### config.mk
export PLATFORM = sky130hd
export DESIGN_NAME = nvdla_dbb_host_bridge
export DESIGN_NICKNAME = d
export VERILOG_FILES = /design/src/rtl/nvdla_dbb_host_bridge.sv
export SDC_FILE = /design/constraint.sdc
export NUM_CORES = 1
export LEC_CHECK = 0
export BUFFER_PORTS_ARGS = -buffer_cell sky130_fd_sc_hd__buf_4
export CAP_MARGIN = 25
export CELL_PAD_IN_SITES_DETAIL_PLACEMENT = 1
export CELL_PAD_IN_SITES_GLOBAL_PLACEMENT = 1
export CORE_AREA = 2 2 632 634
export CTS_BUF_LIST = sky130_fd_sc_hd__clkbuf_8 sky130_fd_sc_hd__clkbuf_16
export DETAILED_ROUTE_END_ITERATION = 10
export DIE_AREA = 0 0 634 636
export PLACE_DENSITY = 0.3
export SLEW_MARGIN = 10
export SYNTH_ARGS = -nofsm -noshare
export SYNTH_HDL_FRONTEND = slang
export SYNTH_SLANG_ARGS = --single-unit
### constraint.sdc
create_clock -name ap_clk -period 5.7 [get_ports ap_clk]
set_input_delay 1.71 -clock ap_clk [delete_from_list [all_inputs] [get_ports ap_clk]]
set_output_delay 1.71 -clock ap_clk [all_outputs]
set_load 0.005 [all_outputs]
### src/rtl/nvdla_dbb_host_bridge.sv
// nvdla_dbb_host_bridge
// AXI bridge from the NVDLA DBB master port (narrow data, wide ID) to the
// SNAP host-memory AXI master (wide data, narrow ID). Narrow-size INCR
// bursts are issued on the host side. Byte lanes are placed on writes and
// extracted on reads. DBB IDs are restored from in-order tracking FIFOs.
// The NVDLA level interrupt is also converted to the SNAP interrupt/ack
// handshake.
// Optional build macro: NVDLA_BRIDGE_PERF_CNT_EN adds saturating
// performance counters (perf_rd_beats, perf_wr_beats, perf_rd_stall).

// Small synchronous FIFO used for the in-order ID / lane tracking.
module nvdla_dbb_host_bridge_fifo #(
  parameter int WIDTH = 8,
  parameter int DEPTH = 8
) (
  input  logic             clk,
  input  logic             rst_n,
  input  logic             push_i,
  input  logic [WIDTH-1:0] din_i,
  input  logic             pop_i,
  output logic [WIDTH-1:0] dout_o,
  output logic             full_o,
  output logic             empty_o
);
  localparam int AW = (DEPTH > 1) ? $clog2(DEPTH) : 1;

  logic [WIDTH-1:0] mem_q [DEPTH];
  logic [AW:0]      wr_ptr_q, rd_ptr_q;

  assign empty_o = (wr_ptr_q == rd_ptr_q);
  assign full_o  = (wr_ptr_q[AW] != rd_ptr_q[AW]) &&
                   (wr_ptr_q[AW-1:0] == rd_ptr_q[AW-1:0]);
  assign dout_o  = mem_q[rd_ptr_q[AW-1:0]];

  // Pointer update; push and pop are independent.
  always_ff @(posedge clk or negedge rst_n) begin
    if (!rst_n) begin
      wr_ptr_q <= '0;
      rd_ptr_q <= '0;
    end else begin
      if (push_i && !full_o) wr_ptr_q <= wr_ptr_q + 1'b1;
      if (pop_i && !empty_o) rd_ptr_q <= rd_ptr_q + 1'b1;
    end
  end

  // Storage write.
  // NOTE: storage is deliberately not reset; the pointers alone define
  // validity, and leaving the array unreset lets it map onto RAM/LUTRAM.
  always_ff @(posedge clk) begin
    if (push_i && !full_o) mem_q[wr_ptr_q[AW-1:0]] <= din_i;
  end
endmodule

module nvdla_dbb_host_bridge #(
  parameter int DBB_DATA_WIDTH  = 64,
  parameter int DBB_ID_WIDTH    = 8,
  parameter int DBB_LEN_WIDTH   = 4,
  parameter int ADDR_WIDTH      = 64,
  parameter int HOST_DATA_WIDTH = 512,
  parameter int HOST_ID_WIDTH   = 1,
  parameter int MAX_OUTSTANDING = 8,
  parameter logic [ADDR_WIDTH-1:0] ADDR_OFFSET = '0
) (
  input  logic                         ap_clk,
  input  logic                         ap_rst_n,
  // DBB write address
  input  logic                         dbb_awvalid,
  output logic                         dbb_awready,
  input  logic [DBB_ID_WIDTH-1:0]      dbb_awid,
  input  logic [DBB_LEN_WIDTH-1:0]     dbb_awlen,
  input  logic [ADDR_WIDTH-1:0]        dbb_awaddr,
  // DBB write data
  input  logic                         dbb_wvalid,
  output logic                         dbb_wready,
  input  logic [DBB_DATA_WIDTH-1:0]    dbb_wdata,
  input  logic [DBB_DATA_WIDTH/8-1:0]  dbb_wstrb,
  input  logic                         dbb_wlast,
  // DBB write response
  output logic                         dbb_bvalid,
  input  logic                         dbb_bready,
  output logic [DBB_ID_WIDTH-1:0]      dbb_bid,
  // DBB read address
  input  logic                         dbb_arvalid,
  output logic                         dbb_arready,
  input  logic [DBB_ID_WIDTH-1:0]      dbb_arid,
  input  logic [DBB_LEN_WIDTH-1:0]     dbb_arlen,
  input  logic [ADDR_WIDTH-1:0]        dbb_araddr,
  // DBB read data
  output logic                         dbb_rvalid,
  input  logic                         dbb_rready,
  output logic [DBB_ID_WIDTH-1:0]      dbb_rid,
  output logic                         dbb_rlast,
  output logic [DBB_DATA_WIDTH-1:0]    dbb_rdata,
  // Host AW
  output logic                         m_axi_host_mem_awvalid,
  input  logic                         m_axi_host_mem_awready,
  output logic [ADDR_WIDTH-1:0]        m_axi_host_mem_awaddr,
  output logic [7:0]                   m_axi_host_mem_awlen,
  output logic [2:0]                   m_axi_host_mem_awsize,
  output logic [1:0]                   m_axi_host_mem_awburst,
  output logic [3:0]                   m_axi_host_mem_awcache,
  output logic [HOST_ID_WIDTH-1:0]     m_axi_host_mem_awid,
  output logic                         m_axi_host_mem_awlock,
  output logic [2:0]                   m_axi_host_mem_awprot,
  output logic [3:0]                   m_axi_host_mem_awqos,
  output logic [3:0]                   m_axi_host_mem_awregion,
  output logic                         m_axi_host_mem_awuser,
  // Host W
  output logic                         m_axi_host_mem_wvalid,
  input  logic                         m_axi_host_mem_wready,
  output logic [HOST_DATA_WIDTH-1:0]   m_axi_host_mem_wdata,
  output logic [HOST_DATA_WIDTH/8-1:0] m_axi_host_mem_wstrb,
  output logic                         m_axi_host_mem_wlast,
  output logic                         m_axi_host_mem_wuser,
  // Host B
  input  logic                         m_axi_host_mem_bvalid,
  output logic                         m_axi_host_mem_bready,
  input  logic [1:0]                   m_axi_host_mem_bresp,
  input  logic [HOST_ID_WIDTH-1:0]     m_axi_host_mem_bid,
  // Host AR
  output logic                         m_axi_host_mem_arvalid,
  input  logic                         m_axi_host_mem_arready,
  output logic [ADDR_WIDTH-1:0]        m_axi_host_mem_araddr,
  output logic [7:0]                   m_axi_host_mem_arlen,
  output logic [2:0]                   m_axi_host_mem_arsize,
  output logic [1:0]                   m_axi_host_mem_arburst,
  output logic [3:0]                   m_axi_host_mem_arcache,
  output logic [HOST_ID_WIDTH-1:0]     m_axi_host_mem_arid,
  output logic                         m_axi_host_mem_arlock,
  output logic [2:0]                   m_axi_host_mem_arprot,
  output logic [3:0]                   m_axi_host_mem_arqos,
  output logic [3:0]                   m_axi_host_mem_arregion,
  output logic                         m_axi_host_mem_aruser,
  // Host R
  input  logic                         m_axi_host_mem_rvalid,
  output logic                         m_axi_host_mem_rready,
  input  logic [HOST_DATA_WIDTH-1:0]   m_axi_host_mem_rdata,
  input  logic [1:0]                   m_axi_host_mem_rresp,
  input  logic                         m_axi_host_mem_rlast,
  input  logic [HOST_ID_WIDTH-1:0]     m_axi_host_mem_rid,
  // Interrupt and status
  input  logic                         nvdla_intr,
  output logic                         interrupt,
  input  logic                         interrupt_ack,
  output logic                         err_sticky
`ifdef NVDLA_BRIDGE_PERF_CNT_EN
  ,
  output logic [31:0]                  perf_rd_beats,
  output logic [31:0]                  perf_wr_beats,
  output logic [31:0]                  perf_rd_stall
`endif
);
  localparam int RATIO = HOST_DATA_WIDTH / DBB_DATA_WIDTH;
  localparam int SB    = DBB_DATA_WIDTH / 8;
  localparam int LB    = $clog2(SB);
  localparam int HB    = $clog2(HOST_DATA_WIDTH / 8);
  localparam int LW    = (RATIO > 1) ? $clog2(RATIO) : 1;

  localparam logic [1:0] ST_IDLE = 2'd0;
  localparam logic [1:0] ST_REQ  = 2'd1;
  localparam logic [1:0] ST_WAIT = 2'd2;

  // ---------------------------------------------------------------- lanes
  logic [LW-1:0] ar_lane, aw_lane;

  if (RATIO > 1) begin : g_lane
    assign ar_lane = dbb_araddr[HB-1:LB];
    assign aw_lane = dbb_awaddr[HB-1:LB];
  end else begin : g_nolane
    assign ar_lane = '0;
    assign aw_lane = '0;
  end

  // ----------------------------------------------------------- read path
  logic                         rf_full, rf_empty;
  logic [DBB_ID_WIDTH+LW-1:0]   rf_dout;
  logic [DBB_ID_WIDTH-1:0]      rf_id;
  logic [LW-1:0]                rf_lane;
  logic [LW-1:0]                r_beat_q, r_beat_d, r_lane;
  logic                         ar_hs, r_hs, r_pop;

  assign m_axi_host_mem_arvalid  = dbb_arvalid & ~rf_full;
  assign dbb_arready             = m_axi_host_mem_arready & ~rf_full;
  assign ar_hs                   = m_axi_host_mem_arvalid & m_axi_host_mem_arready;
  assign m_axi_host_mem_araddr   = dbb_araddr + ADDR_OFFSET;
  assign m_axi_host_mem_arlen    = 8'(dbb_arlen);
  assign m_axi_host_mem_arsize   = 3'(LB);
  assign m_axi_host_mem_arburst  = 2'b01;
  assign m_axi_host_mem_arcache  = 4'b0011;
  assign m_axi_host_mem_arid     = '0;
  assign m_axi_host_mem_arlock   = 1'b0;
  assign m_axi_host_mem_arprot   = 3'b000;
  assign m_axi_host_mem_arqos    = 4'b0000;
  assign m_axi_host_mem_arregion = 4'b0000;
  assign m_axi_host_mem_aruser   = 1'b0;

  nvdla_dbb_host_bridge_fifo #(
    .WIDTH (DBB_ID_WIDTH + LW),
    .DEPTH (MAX_OUTSTANDING)
  ) u_rfifo (
    .clk     (ap_clk),
    .rst_n   (ap_rst_n),
    .push_i  (ar_hs),
    .din_i   ({dbb_arid, ar_lane}),
    .pop_i   (r_pop),
    .dout_o  (rf_dout),
    .full_o  (rf_full),
    .empty_o (rf_empty)
  );

  assign {rf_id, rf_lane}       = rf_dout;
  assign dbb_rvalid             = m_axi_host_mem_rvalid & ~rf_empty;
  assign m_axi_host_mem_rready  = dbb_rready & ~rf_empty;
  assign r_hs                   = dbb_rvalid & dbb_rready;
  assign r_pop                  = r_hs & m_axi_host_mem_rlast;
  assign r_lane                 = (RATIO > 1) ? LW'(rf_lane + r_beat_q) : '0;
  assign dbb_rdata              = m_axi_host_mem_rdata[r_lane*DBB_DATA_WIDTH +: DBB_DATA_WIDTH];
  assign dbb_rid                = rf_id;
  assign dbb_rlast              = m_axi_host_mem_rlast;

  // Read beat counter: advances per beat, clears on the last beat.
  always_comb begin
    r_beat_d = r_beat_q;
    if (r_hs) r_beat_d = m_axi_host_mem_rlast ? '0 : LW'(r_beat_q + 1'b1);
  end

  // ---------------------------------------------------------- write path
  logic          wf_full, wf_empty, bf_full, bf_empty;
  logic [LW-1:0] wf_lane, w_beat_q, w_beat_d, w_lane;
  logic          aw_hs, w_hs, w_pop, b_hs;

  assign m_axi_host_mem_awvalid  = dbb_awvalid & ~wf_full & ~bf_full;
  assign dbb_awready             = m_axi_host_mem_awready & ~wf_full & ~bf_full;
  assign aw_hs                   = m_axi_host_mem_awvalid & m_axi_host_mem_awready;
  assign m_axi_host_mem_awaddr   = dbb_awaddr + ADDR_OFFSET;
  assign m_axi_host_mem_awlen    = 8'(dbb_awlen);
  assign m_axi_host_mem_awsize   = 3'(LB);
  assign m_axi_host_mem_awburst  = 2'b01;
  assign m_axi_host_mem_awcache  = 4'b0011;
  assign m_axi_host_mem_awid     = '0;
  assign m_axi_host_mem_awlock   = 1'b0;
  assign m_axi_host_mem_awprot   = 3'b000;
  assign m_axi_host_mem_awqos    = 4'b0000;
  assign m_axi_host_mem_awregion = 4'b0000;
  assign m_axi_host_mem_awuser   = 1'b0;

  nvdla_dbb_host_bridge_fifo #(
    .WIDTH (LW),
    .DEPTH (MAX_OUTSTANDING)
  ) u_wfifo (
    .clk     (ap_clk),
    .rst_n   (ap_rst_n),
    .push_i  (aw_hs),
    .din_i   (aw_lane),
    .pop_i   (w_pop),
    .dout_o  (wf_lane),
    .full_o  (wf_full),
    .empty_o (wf_empty)
  );

  nvdla_dbb_host_bridge_fifo #(
    .WIDTH (DBB_ID_WIDTH),
    .DEPTH (MAX_OUTSTANDING)
  ) u_bfifo (
    .clk     (ap_clk),
    .rst_n   (ap_rst_n),
    .push_i  (aw_hs),
    .din_i   (dbb_awid),
    .pop_i   (b_hs),
    .dout_o  (dbb_bid),
    .full_o  (bf_full),
    .empty_o (bf_empty)
  );

  // W data is held off until the AW that owns it has been accepted.
  assign m_axi_host_mem_wvalid = dbb_wvalid & ~wf_empty;
  assign dbb_wready            = m_axi_host_mem_wready & ~wf_empty;
  assign w_hs                  = m_axi_host_mem_wvalid & m_axi_host_mem_wready;
  assign w_pop                 = w_hs & dbb_wlast;
  assign w_lane                = (RATIO > 1) ? LW'(wf_lane + w_beat_q) : '0;
  assign m_axi_host_mem_wdata  = {RATIO{dbb_wdata}};
  assign m_axi_host_mem_wlast  = dbb_wlast;
  assign m_axi_host_mem_wuser  = 1'b0;

  // Strobes only in the active lane; the replicated data is harmless elsewhere.
  // NOTE: the default assignment first keeps this block latch-free.
  always_comb begin
    m_axi_host_mem_wstrb = '0;
    m_axi_host_mem_wstrb[w_lane*SB +: SB] = dbb_wstrb;
  end

  // Write beat counter: advances per beat, clears on the last beat.
  always_comb begin
    w_beat_d = w_beat_q;
    if (w_hs) w_beat_d = dbb_wlast ? '0 : LW'(w_beat_q + 1'b1);
  end

  assign dbb_bvalid            = m_axi_host_mem_bvalid & ~bf_empty;
  assign m_axi_host_mem_bready = dbb_bready & ~bf_empty;
  assign b_hs                  = dbb_bvalid & dbb_bready;

  // ----------------------------------------------------------- error flag
  logic err_q, err_d;

  // Error flag sets on any non-OKAY response actually handshaked.
  always_comb begin
    err_d = err_q;
    if (b_hs && m_axi_host_mem_bresp != 2'b00) err_d = 1'b1;
    if (r_hs && m_axi_host_mem_rresp != 2'b00) err_d = 1'b1;
  end

  assign err_sticky = err_q;

  // ------------------------------------------------------ interrupt FSM
  logic [1:0] st_q, st_d;
  logic       intr_q, intr_qq, pend_q, pend_d, intr_rise;

  assign intr_rise = intr_q & ~intr_qq;
  assign interrupt = (st_q == ST_REQ);

  // Interrupt handshake next state; an edge seen while busy is remembered.
  always_comb begin
    st_d   = st_q;
    pend_d = pend_q | (intr_rise & (st_q != ST_IDLE));
    case (st_q)
      ST_IDLE: if (intr_rise) st_d = ST_REQ;
      ST_REQ:  if (interrupt_ack) st_d = ST_WAIT;
      ST_WAIT: begin
        if (!intr_q) begin
          st_d   = pend_d ? ST_REQ : ST_IDLE;
          pend_d = 1'b0;
        end
      end
      default: st_d = ST_IDLE;
    endcase
  end

  // All bridge state registers.
  // NOTE: state registers use non-blocking assignments so every flop
  // samples pre-edge values regardless of statement order.
  always_ff @(posedge ap_clk or negedge ap_rst_n) begin
    if (!ap_rst_n) begin
      r_beat_q <= '0;
      w_beat_q <= '0;
      err_q    <= 1'b0;
      st_q     <= ST_IDLE;
      pend_q   <= 1'b0;
      intr_q   <= 1'b0;
      intr_qq  <= 1'b0;
    end else begin
      r_beat_q <= r_beat_d;
      w_beat_q <= w_beat_d;
      err_q    <= err_d;
      st_q     <= st_d;
      pend_q   <= pend_d;
      intr_q   <= nvdla_intr;
      intr_qq  <= intr_q;
    end
  end

  // Host IDs are single-threaded on this port; they carry no information.
  logic unused_host_id;
  assign unused_host_id = ^{m_axi_host_mem_bid, m_axi_host_mem_rid};

`ifdef NVDLA_BRIDGE_PERF_CNT_EN
  logic [31:0] perf_rd_beats_q, perf_wr_beats_q, perf_rd_stall_q;

  // Saturating performance counters.
  always_ff @(posedge ap_clk or negedge ap_rst_n) begin
    if (!ap_rst_n) begin
      perf_rd_beats_q <= '0;
      perf_wr_beats_q <= '0;
      perf_rd_stall_q <= '0;
    end else begin
      if (r_hs && perf_rd_beats_q != 32'hFFFF_FFFF)
        perf_rd_beats_q <= perf_rd_beats_q + 32'd1;
      if (w_hs && perf_wr_beats_q != 32'hFFFF_FFFF)
        perf_wr_beats_q <= perf_wr_beats_q + 32'd1;
      if (dbb_arvalid && !dbb_arready && perf_rd_stall_q != 32'hFFFF_FFFF)
        perf_rd_stall_q <= perf_rd_stall_q + 32'd1;
    end
  end

  assign perf_rd_beats = perf_rd_beats_q;
  assign perf_wr_beats = perf_wr_beats_q;
  assign perf_rd_stall = perf_rd_stall_q;
`endif
endmodule

==> flow_summary.yaml, run 1 <==
run_status:
  status: "finished with violations"
  violations: "negative setup slack"
layout:
  finalNetCount: 2425
  drive_above_1_share: 0.7361
  layout.cells.non_filler: 6973
  area_delta_synth_final_pct: 52.88
drt:
  vias: 13083
  firstDrtPassIters: 4
  drt_iter0_drc: 570
  wire_per_inst_um: 24.80
  drc: 0
  vias_per_cell: 1.876
  ant_nets: 0
  wl_mm: 173.0
synthesis:
  synth_most_common_cell: "buf_4"
  avgSynthCellArea_um2: 12.33
  synthDominantCellAreaShare: 0.2822
  synth_cell_types: 48
  ys_seq_area_frac: 0.3299
  synth-edff-count: 176
  async_reset_ff_frac: 0.1698
  ys_top_cells_by_count: "705 x buf_4, 176 x edfxtp_1, 171 x mux4_2, 60 x mux2_4, 49 x clkbuf_1"
  syn_area_um2: 18750
  syn-instance-count: 1521
  synth_area_leaders: "buf_4 28%, edfxtp_1 28%, mux4_2 21%"
  synth_top_flop_cell: "edfxtp_1"
  synth_area_leader_cell: "buf_4"
  yosysWarnings: 0
  synth-seq-cells: 212
clock_tree:
  root_buffer: "clkbuf_16"
  clk_pin_slew_worst_paths_ps: 50
  cts_tree: "done"
  cts_max_path_buffers: 3
  cts-htree-levels: 1
  cts_hold_buf: 0
  clk_latency_ps: 560
  cts_buffers: 29
  cts.sinks: 212
power:
  vdd_drop_max_mv: 0.6216
  power_density_nw_per_um2: 824.2
  p_leak_uw: 0.009673
  p_total_uw: 23630
critical_path:
  cp.required_ps: 3990
  path_max_fanout: 9
  critical_path_class: "reg -> out"
  cp-start-kind: "flop"
  cp.arrival_ps: 4150
  end_kind: "output pin"
sta:
  period_share: 1.028
  rsz0062_at_grt: "true"
  relSlewSlack: 0.3692
  clock.fmax_mhz: 170.7
  min_period_ps: 5859
  finalHoldViolCount: 0
  tightest_slew_ps: 945.2
  fin_worst_skew_ps: 11.51
  final_max_slew_viol_count: 0
  layout_setup_ws_ps: -158.5
  setup_viol: 55
floorplanning:
  die_area_um2: 403200
  design.core.area_um2: 397100
  die_width_um: 634
  io-pin-count: 1619
  core.rowCount: 232
  initial_core_util: 0.04722
  die_height_um: 636
global_route:
  grt_pass1_vias: 13638
  grt.overflow.total: 0
  grt_max_degree: 39
  grt_pass1_wl_mm: 202.2
  grt_antenna_before_repair: 161
  gr-usage-all-layers: 0.08139
placement:
  gp_routability_congestion: 0.7462
  io_buffers: 725
  dp_hpwl_mm: 154.6
  place_inst: 6848
worst_hold_path:
  hp-class: "reg -> reg"
flow_run:
  drv_cap: 0
cells in the final DEF (no fill, tap or decap), drive strengths merged, types with 4 or more instances in the layout:
cell    Yosys  routed
nor2       34      34
ha         13      13
and2       16      16
inv         7      15
clkinv      0       9
and3       34      34
o21ai       5       5
nor3        6       6
and4b       4       4
mux4      171     171
conb        2      55
nor4        7       7
nor3b       6       6
diode       0      37
clkbuf     49      33
mux2       97      97
nor4b       8       8
nand3       5       5
nor2b      15      15
edfxtp    176     176
xnor2      20      20
nand2      38      38
buf       725     817
xor2       17      17
dfrtp      36      36
final timing paths:
check,start,end,slack [ps],cells past startpoint
setup / recovery,u_rfifo.rd_ptr_q[0],dbb_rdata[61],-160,10
hold / removal,intr_q,intr_qq,470,0
setup reg to reg,u_rfifo.rd_ptr_q[0],u_rfifo.mem_q[2][3],2520,6
hold reg to reg,intr_q,intr_qq,470,0
max in group asynchronous,ap_rst_n,u_rfifo.rd_ptr_q[0],4000,1
min in group asynchronous,ap_rst_n,w_beat_q[2],1130,1
layer usage:
| layer | routed length (µm) | GRT usage | vias to the layer above |
|---|---|---|---|
| met2 | 90340 | 0.1510 | 1397 |
| met3 | 22060 | 0.04446 | 327 |
| met5 | 187 | 0.0009558 | - |
| met1 | 56210 | 0.07855 | 6319 |
| met4 | 4169 | 0.01577 | 22 |
| li1 | - | - | 5018 |
area by class of cell:
class | instances | area, µm²
Inverter | 7 | 26.28
Timing Repair Buffer | 821 | 7151
Fill cell | 46618 | 368400
Multi-Input combinational cell | 581 | 7719
Sequential cell | 212 | 6191
Tap cell | 5265 | 6588
Clock inverter | 21 | 176.4
Clock buffer | 29 | 725.7
Antenna cell | 37 | 92.59
worst max-delay path: stages (launching register included):
cell and delay (ps):
dfrtp_2 440, mux4_2 520, mux2_4 290, ha_4 160, fa_4 810, buf_12 190
buf_12 170, buf_16 150, mux4_2 380, mux2_4 300, buf_6 110
per-stage QoR:
step | hold WS [ps] | util | worst slack [ps] | setup TNS, ps | instance area, µm²
detailed placement | 473.8 | 0.06566 | 129.6 | 0 | 26070
global placement | 460.1 | 0.06556 | 116.0 | 0 | 26030
finish | 473.8 | 0.07220 | -158.5 | -3919 | 28670
floorplan | 402.7 | - | 321.3 | 0 | 18950
global route | 506.2 | 0.07203 | -274.6 | -17850 | 28600
CTS | 484.1 | 0.06971 | -266.5 | -11340 | 27680
repair_timing:
action,CTS,global route
endpoints found under the setup margin,128,127
resized for setup,106,192
hold endpoints to repair,0,0
pin swaps,9,46
gates cloned,6,4
setup buffers,14,15
logic make-up after synthesis:
family,Yosys count,share of synthesized area
buffers and inverters,781,0.3006
adders and majority gates,15,0.01081
and+or+nand+nor,185,0.05458
xor gates and xnor gates,37,0.01828
DFF,212,0.3299
AOI/OAI and AO/OA,18,0.007406
other,2,0.0004005
muxes,271,0.2781
registers in the layout, summed over array words and instances (netlist names), 2 cells and up:
register,count
u_rfifo.rd_ptr_q,4
u_bfifo.mem_q,64
u_rfifo.wr_ptr_q,4
u_wfifo.rd_ptr_q,4
st_q,2
u_rfifo.mem_q,88
u_bfifo.rd_ptr_q,4
w_beat_q,3
r_beat_q,3
u_wfifo.mem_q,24
u_bfifo.wr_ptr_q,4
u_wfifo.wr_ptr_q,4
where the power goes:
group | total [µW] | internal [µW] | switching (µW)
Combinational | 19700 | 10600 | 9080
Sequential | 2180 | 1900 | 279
Clock | 1780 | 1050 | 727
No activity file was read; power rests on OpenSTA's default activity.
==> run 2: changes to the inputs <==
Settings changed: CORE_AREA 2 2 632 634 to 3 3 633 635, DIE_AREA 0 0 634 636 to 0 0 636 638, REMOVE_ABC_BUFFERS from default to 1.
==> flow_summary.yaml, run 2 (synthesis results as in run 1) <==
run_status:
  status: "finished with violations"
  violations: "negative setup slack"
floorplanning:
  die_height_um: 638
  core.rowCount: 231
  io-pin-count: 1619
  design.core.area_um2: 395700
  die_width_um: 636
  initial_core_util: 0.04739
  die_area_um2: 405800
power:
  power_density_nw_per_um2: 779.7
  vdd_drop_max_mv: 0.5433
  power.share.switching: 0.4123
  p_total_uw: 22050
  switchingPower_uw: 9090
  p_leak_uw: 0.009522
  p_seq_frac: 0.099
  combPwrFrac: 0.825
  p_clk_frac: 0.077
  intPower_uw: 12960
critical_path:
  end_kind: "output pin"
  path_max_fanout: 7
  cp-start-kind: "flop"
  cp.required_ps: 3990
  cp.arrival_ps: 4070
  critical_path_class: "reg -> out"
clock_tree:
  root_buffer: "clkbuf_16"
  cts.sinks: 212
  clk_latency_ps: 590
  cts_tree: "done"
  cts_max_path_buffers: 3
  cts-htree-levels: 1
  clk_pin_slew_worst_paths_ps: 70
  cts_buffers: 26
sta:
  finalHoldViolCount: 0
  clock.fmax_mhz: 172.9
  period_share: 1.015
  fin_worst_skew_ps: 29.78
  min_period_ps: 5783
  setup_viol: 23
  final_max_slew_viol_count: 0
  tns_ps: -688.8
  tightest_slew_ps: 928.1
  relSlewSlack: 0.3806
  layout_setup_ws_ps: -83.16
  rsz0062_at_grt: "true"
placement:
  postPlaceCellArea_um2: 26040
  io_buffers: 725
  dp_slack_ps: 221.5
  dp_hpwl_mm: 198.0
  gp_routability_congestion: 0.8589
layout:
  final_area_um2: 28280
  final_common_cell: "buf_4"
  finalNetCount: 2417
  area_delta_synth_final_pct: 50.80
  largest_reg_flops: 88
  layout_common_cells: "684 x buf_4, 176 x edfxtp_1, 171 x mux4_2"
  drive_above_1_share: 0.7212
drt:
  drt_iter0_drc: 884
  ant_nets: 0
  wire_per_inst_um: 35.79
  firstDrtPassIters: 5
  vias_per_cell: 2.021
  drc: 0
  vias: 13994
  wl_mm: 247.8
flow_run:
  drv_cap: 0
global_route:
  grt_pass1_vias: 14304
  grt_max_degree: 37
  gr-usage-all-layers: 0.1171
  grt.overflow.total: 0
  grt_antenna_before_repair: 57
  grt_pass1_wl_mm: 284.7
worst_hold_path:
  hp-class: "reg -> reg"
run 2: cell types whose count changed in the layout (fill, tap and decap cells not counted), sizes merged:
cell / delta
clkbuf: -2
diode: -18
buf: -1
clkinv: -2
bufinv: -2
run 2: layer usage:
metal  routed length (µm)  GRT usage  vias to the layer above
met4                 7658    0.03241                       44
met3                40890    0.09209                      216
met1                77840     0.1057                     7025
li1                     -          -                     4971
met5                 2136    0.03781                        -
met2               119300     0.1974                     1738
run 2: stage by stage:
stage | cells | hold WS [ps] | utilization
finish | 6925 | 453.4 | 0.07147
floorplan | 800 | 402.7 | -
global route | 6917 | 484.5 | 0.07142
global placement | 6819 | 445.2 | 0.06582
detailed placement | 6819 | 445.1 | 0.06582
CTS | 6911 | 461.4 | 0.07101
run 2: final cells by class:
class / count / area [µm²]
Timing Repair Buffer: 816 / 6977
Inverter: 7 / 26.28
Multi-Input combinational cell: 581 / 7619
Sequential cell: 212 / 6188
Clock buffer: 31 / 719.4
Antenna cell: 19 / 47.55
Tap cell: 5242 / 6559
Clock inverter: 17 / 143.9
Fill cell: 46411 / 367400
run 2: final timing paths:
check | from | end | slack, ps | depth (start not counted)
min reg2reg | intr_q | intr_qq | 450 | 0
min in group asynchronous | ap_rst_n | w_beat_q[0] | 1190 | 1
max reg2reg | u_bfifo.wr_ptr_q[0] | u_wfifo.mem_q[1][1] | 2390 | 5
min | intr_q | intr_qq | 450 | 0
max | u_rfifo.rd_ptr_q[0] | dbb_rdata[13] | -80 | 10
max in group asynchronous | ap_rst_n | u_rfifo.rd_ptr_q[1] | 3900 | 1
run 2: power groups by stage:
stage / combinational [µW] / sequential, µW / clock (µW)
detailed placement: 15200 / 2210 / 0
floorplan: 6240 / 2210 / 0
global placement: 15300 / 2210 / 0
CTS: 18700 / 2180 / 1800
finish: 18200 / 2170 / 1700
global route: 19200 / 2220 / 1830
run 2: repair_timing:
action                     CTS  global route
gates resized for setup    161            67
hold buffers                 0             0
setup endpoints to repair  128           126
buffers inserted            34             2
pin swaps                   22            24
cloned                      10             0
run 2: critical path: stages, from the launching register on:
cell and delay (ps):
dfrtp_2 430, buf_12 130, mux4_2 490, mux2_4 310, fa_4 850, buf_16 180
buf_12 150, buf_16 120, mux4_2 380, mux2_4 300, buf_6 120
==> run 3: changes to the inputs <==
Settings changed: ABC_AREA from default to 1, CORE_AREA 3 3 633 635 to 3 3 626 628, DIE_AREA 0 0 636 638 to 0 0 629 631.
==> flow_summary.yaml, run 3 <==
run_status:
  status: "complete, no violations"
critical_path:
  cpMaxStageDelayCell: "fa_4"
  path_max_fanout: 9
  slowest_delay_ps: 810
  cp.arrival_ps: 3930
  end_kind: "output pin"
  cp-start-kind: "flop"
  critPathMostFrequentCell: "buf_4"
  crit_chain: "buf_6 -> nor2_1 -> nor2_1 -> o21ai_1 -> a31oi_2 -> ha_4 -> fa_4 -> buf_12 -> clkinv_16 -> clkbuf_16 -> buf_4 -> o21ai_0 -> o22ai_1 -> nand2_1 -> o21ai_2 -> buf_4 -> buf_4"
  crit_buf_inv: 7
  critical_path_class: "reg -> out"
  cp.required_ps: 3990
  timing.critical_path.max_delay_family: "buffers and inverters"
clock_tree:
  cts-htree-levels: 1
  cts.sinks: 212
  cts_buffers: 29
  cts_max_path_buffers: 3
  clk_latency_ps: 570
  root_buffer: "clkbuf_16"
  clk_pin_slew_worst_paths_ps: 60
  cts_tree: "done"
  cts_hold_buf: 0
drt:
  drc: 0
  vias: 19672
  ant_nets: 0
  wire_per_inst_um: 33.41
  firstDrtPassIters: 5
  wl_mm: 263.9
  drt_iter0_drc: 1273
  vias_per_cell: 2.491
global_route:
  grt_max_degree: 56
  gr-usage-all-layers: 0.1241
  grt_antenna_before_repair: 44
  grt_pass1_vias: 19493
  grt_pass1_wl_mm: 305.6
  grt.overflow.total: 0
placement:
  io_buffers: 725
  place_inst: 7790
  postPlaceCellArea_um2: 26540
  dp_hpwl_mm: 206.8
  gp_routability_congestion: 0.8181
layout:
  largest_reg_flops: 88
  fillCellCount: 46134
  final_common_cell: "buf_4"
  drive_above_1_share: 0.3811
  final_area_um2: 28560
  finalNetCount: 3459
  layout_common_cells: "832 x buf_4, 473 x nor2_1, 325 x o21ai_0"
  area_delta_synth_final_pct: 49.05
  layout.cells.non_filler: 7898
synthesis:
  syn-instance-count: 2560
  synth_area_leaders: "buf_4 28%, edfxtp_1 28%, nor2_1 9.8%"
  avgSynthCellArea_um2: 7.484
  synth_area_leader_cell: "buf_4"
  syn_area_um2: 19160
  synth-seq-cells: 212
  synth_most_common_cell: "buf_4"
  async_reset_ff_frac: 0.1698
  ys_seq_area_frac: 0.3229
  synth_cell_types: 37
  synthDominantCellAreaShare: 0.2802
  yosysWarnings: 0
  synth_top_flop_cell: "edfxtp_1"
  ys_top_cells_by_count: "715 x buf_4, 498 x nor2_1, 351 x o21ai_0, 176 x edfxtp_1, 160 x nand2_1"
  synth-edff-count: 176
sta:
  min_period_ps: 5643
  finalHoldViolCount: 0
  period_share: 0.9900
  final_max_slew_viol_count: 0
  setup_viol: 0
  clock.fmax_mhz: 177.2
  fin_worst_skew_ps: 16.53
  rsz0062_at_grt: "true"
  relSlewSlack: 0.3592
  tightest_slew_ps: 960.2
floorplanning:
  io-pin-count: 1619
  design.core.area_um2: 386000
  die_width_um: 629
  die_area_um2: 396900
  die_height_um: 631
  core.rowCount: 228
  initial_core_util: 0.04964
power:
  p_leak_uw: 0.01027
  power_density_nw_per_um2: 995.6
  vdd_drop_max_mv: 0.6465
worst_hold_path:
  hp-class: "reg -> reg"
flow_run:
  drv_cap: 0
## run 3: cell count changes after synthesis, sizes merged, moves of 122 or more
cell and delta:
o21ai +412, mux4 -171, nor2 +467, o22ai +148, inv +125, nand2 +122
## run 3: logic make-up (layout without fill, tap and decap cells)
logic type,after synthesis,count (layout),synth area share
fa+ha+maj,15,15,0.01058
xor+xnor,29,29,0.01365
compound gates,594,594,0.1670
flops,212,212,0.3229
buf+inv,977,1072,0.3357
simple gates,731,731,0.1497
other cells,2,70,0.0003920
## run 3: final timing paths
| kind | from | end | slack [ps] | cells after the start |
|---|---|---|---|---|
| worst max register to register | u_rfifo.rd_ptr_q[0] | u_rfifo.mem_q[0][5] | 2200 | 7 |
| max in group asynchronous | ap_rst_n | u_rfifo.rd_ptr_q[1] | 4080 | 1 |
| worst max-delay path | u_rfifo.rd_ptr_q[0] | dbb_rdata[5] | 60 | 17 |
| min in group asynchronous | ap_rst_n | st_q[1] | 1130 | 1 |
| worst min-delay path | intr_q | intr_qq | 410 | 0 |
| worst min register to register | intr_q | intr_qq | 410 | 0 |
## run 3: timing repair
item / CTS / global route
resized for setup: 46 / 102
setup buffers: 15 / 13
endpoints found under the setup margin: 91 / 126
cloned: 4 / 9
pin swaps: 7 / 13
## run 3: layout make-up
cell class / count / area (µm²) / share of cell area
antenna: 15 / 37.54 / 0.001314
clock buffer: 29 / 725.7 / 0.02541
clock inverter: 24 / 170.2 / 0.005959
inverter: 133 / 540.5 / 0.01893
multi-input combinational: 1424 / 7138 / 0.2500
sequential: 212 / 6188 / 0.2167
tap: 5175 / 6475 / 0.2267
timing repair buffer: 886 / 7282 / 0.2550
## run 3: per-stage QoR
| stage | util | setup WS, ps | hold slack, ps | TNS, ps | total power [µW] |
|---|---|---|---|---|---|
| after floorplan | - | -5303 | 374.1 | -339300 | 9310 |
| after global placement | 0.06872 | 145.8 | 398.8 | 0 | 23990 |
| after detailed placement | 0.06875 | 195.4 | 403.4 | 0 | 23830 |
| after CTS | 0.07215 | -10.32 | 416.2 | -41.39 | 27180 |
| after global routing | 0.07394 | -82.93 | 432.3 | -1132 | 30670 |
| final | 0.07399 | 56.91 | 411.0 | 0 | 28430 |
## run 3: where the power goes
part / switching, µW / leakage, µW / internal, µW
clock: 744 / 0.000438 / 977
sequential: 177 / 0.00203 / 1900
combinational: 15400 / 0.00780 / 9220
## run 3: routing by layer
layer | wire [µm] | share of wire | up-vias | track usage
met5 | 3274 | 0.012 | - | 0.05773
met4 | 9145 | 0.035 | 53 | 0.03805
met3 | 39710 | 0.15 | 241 | 0.08482
met2 | 123000 | 0.47 | 1950 | 0.2052
met1 | 88810 | 0.34 | 9432 | 0.1203
li1 | - | - | 7996 | -
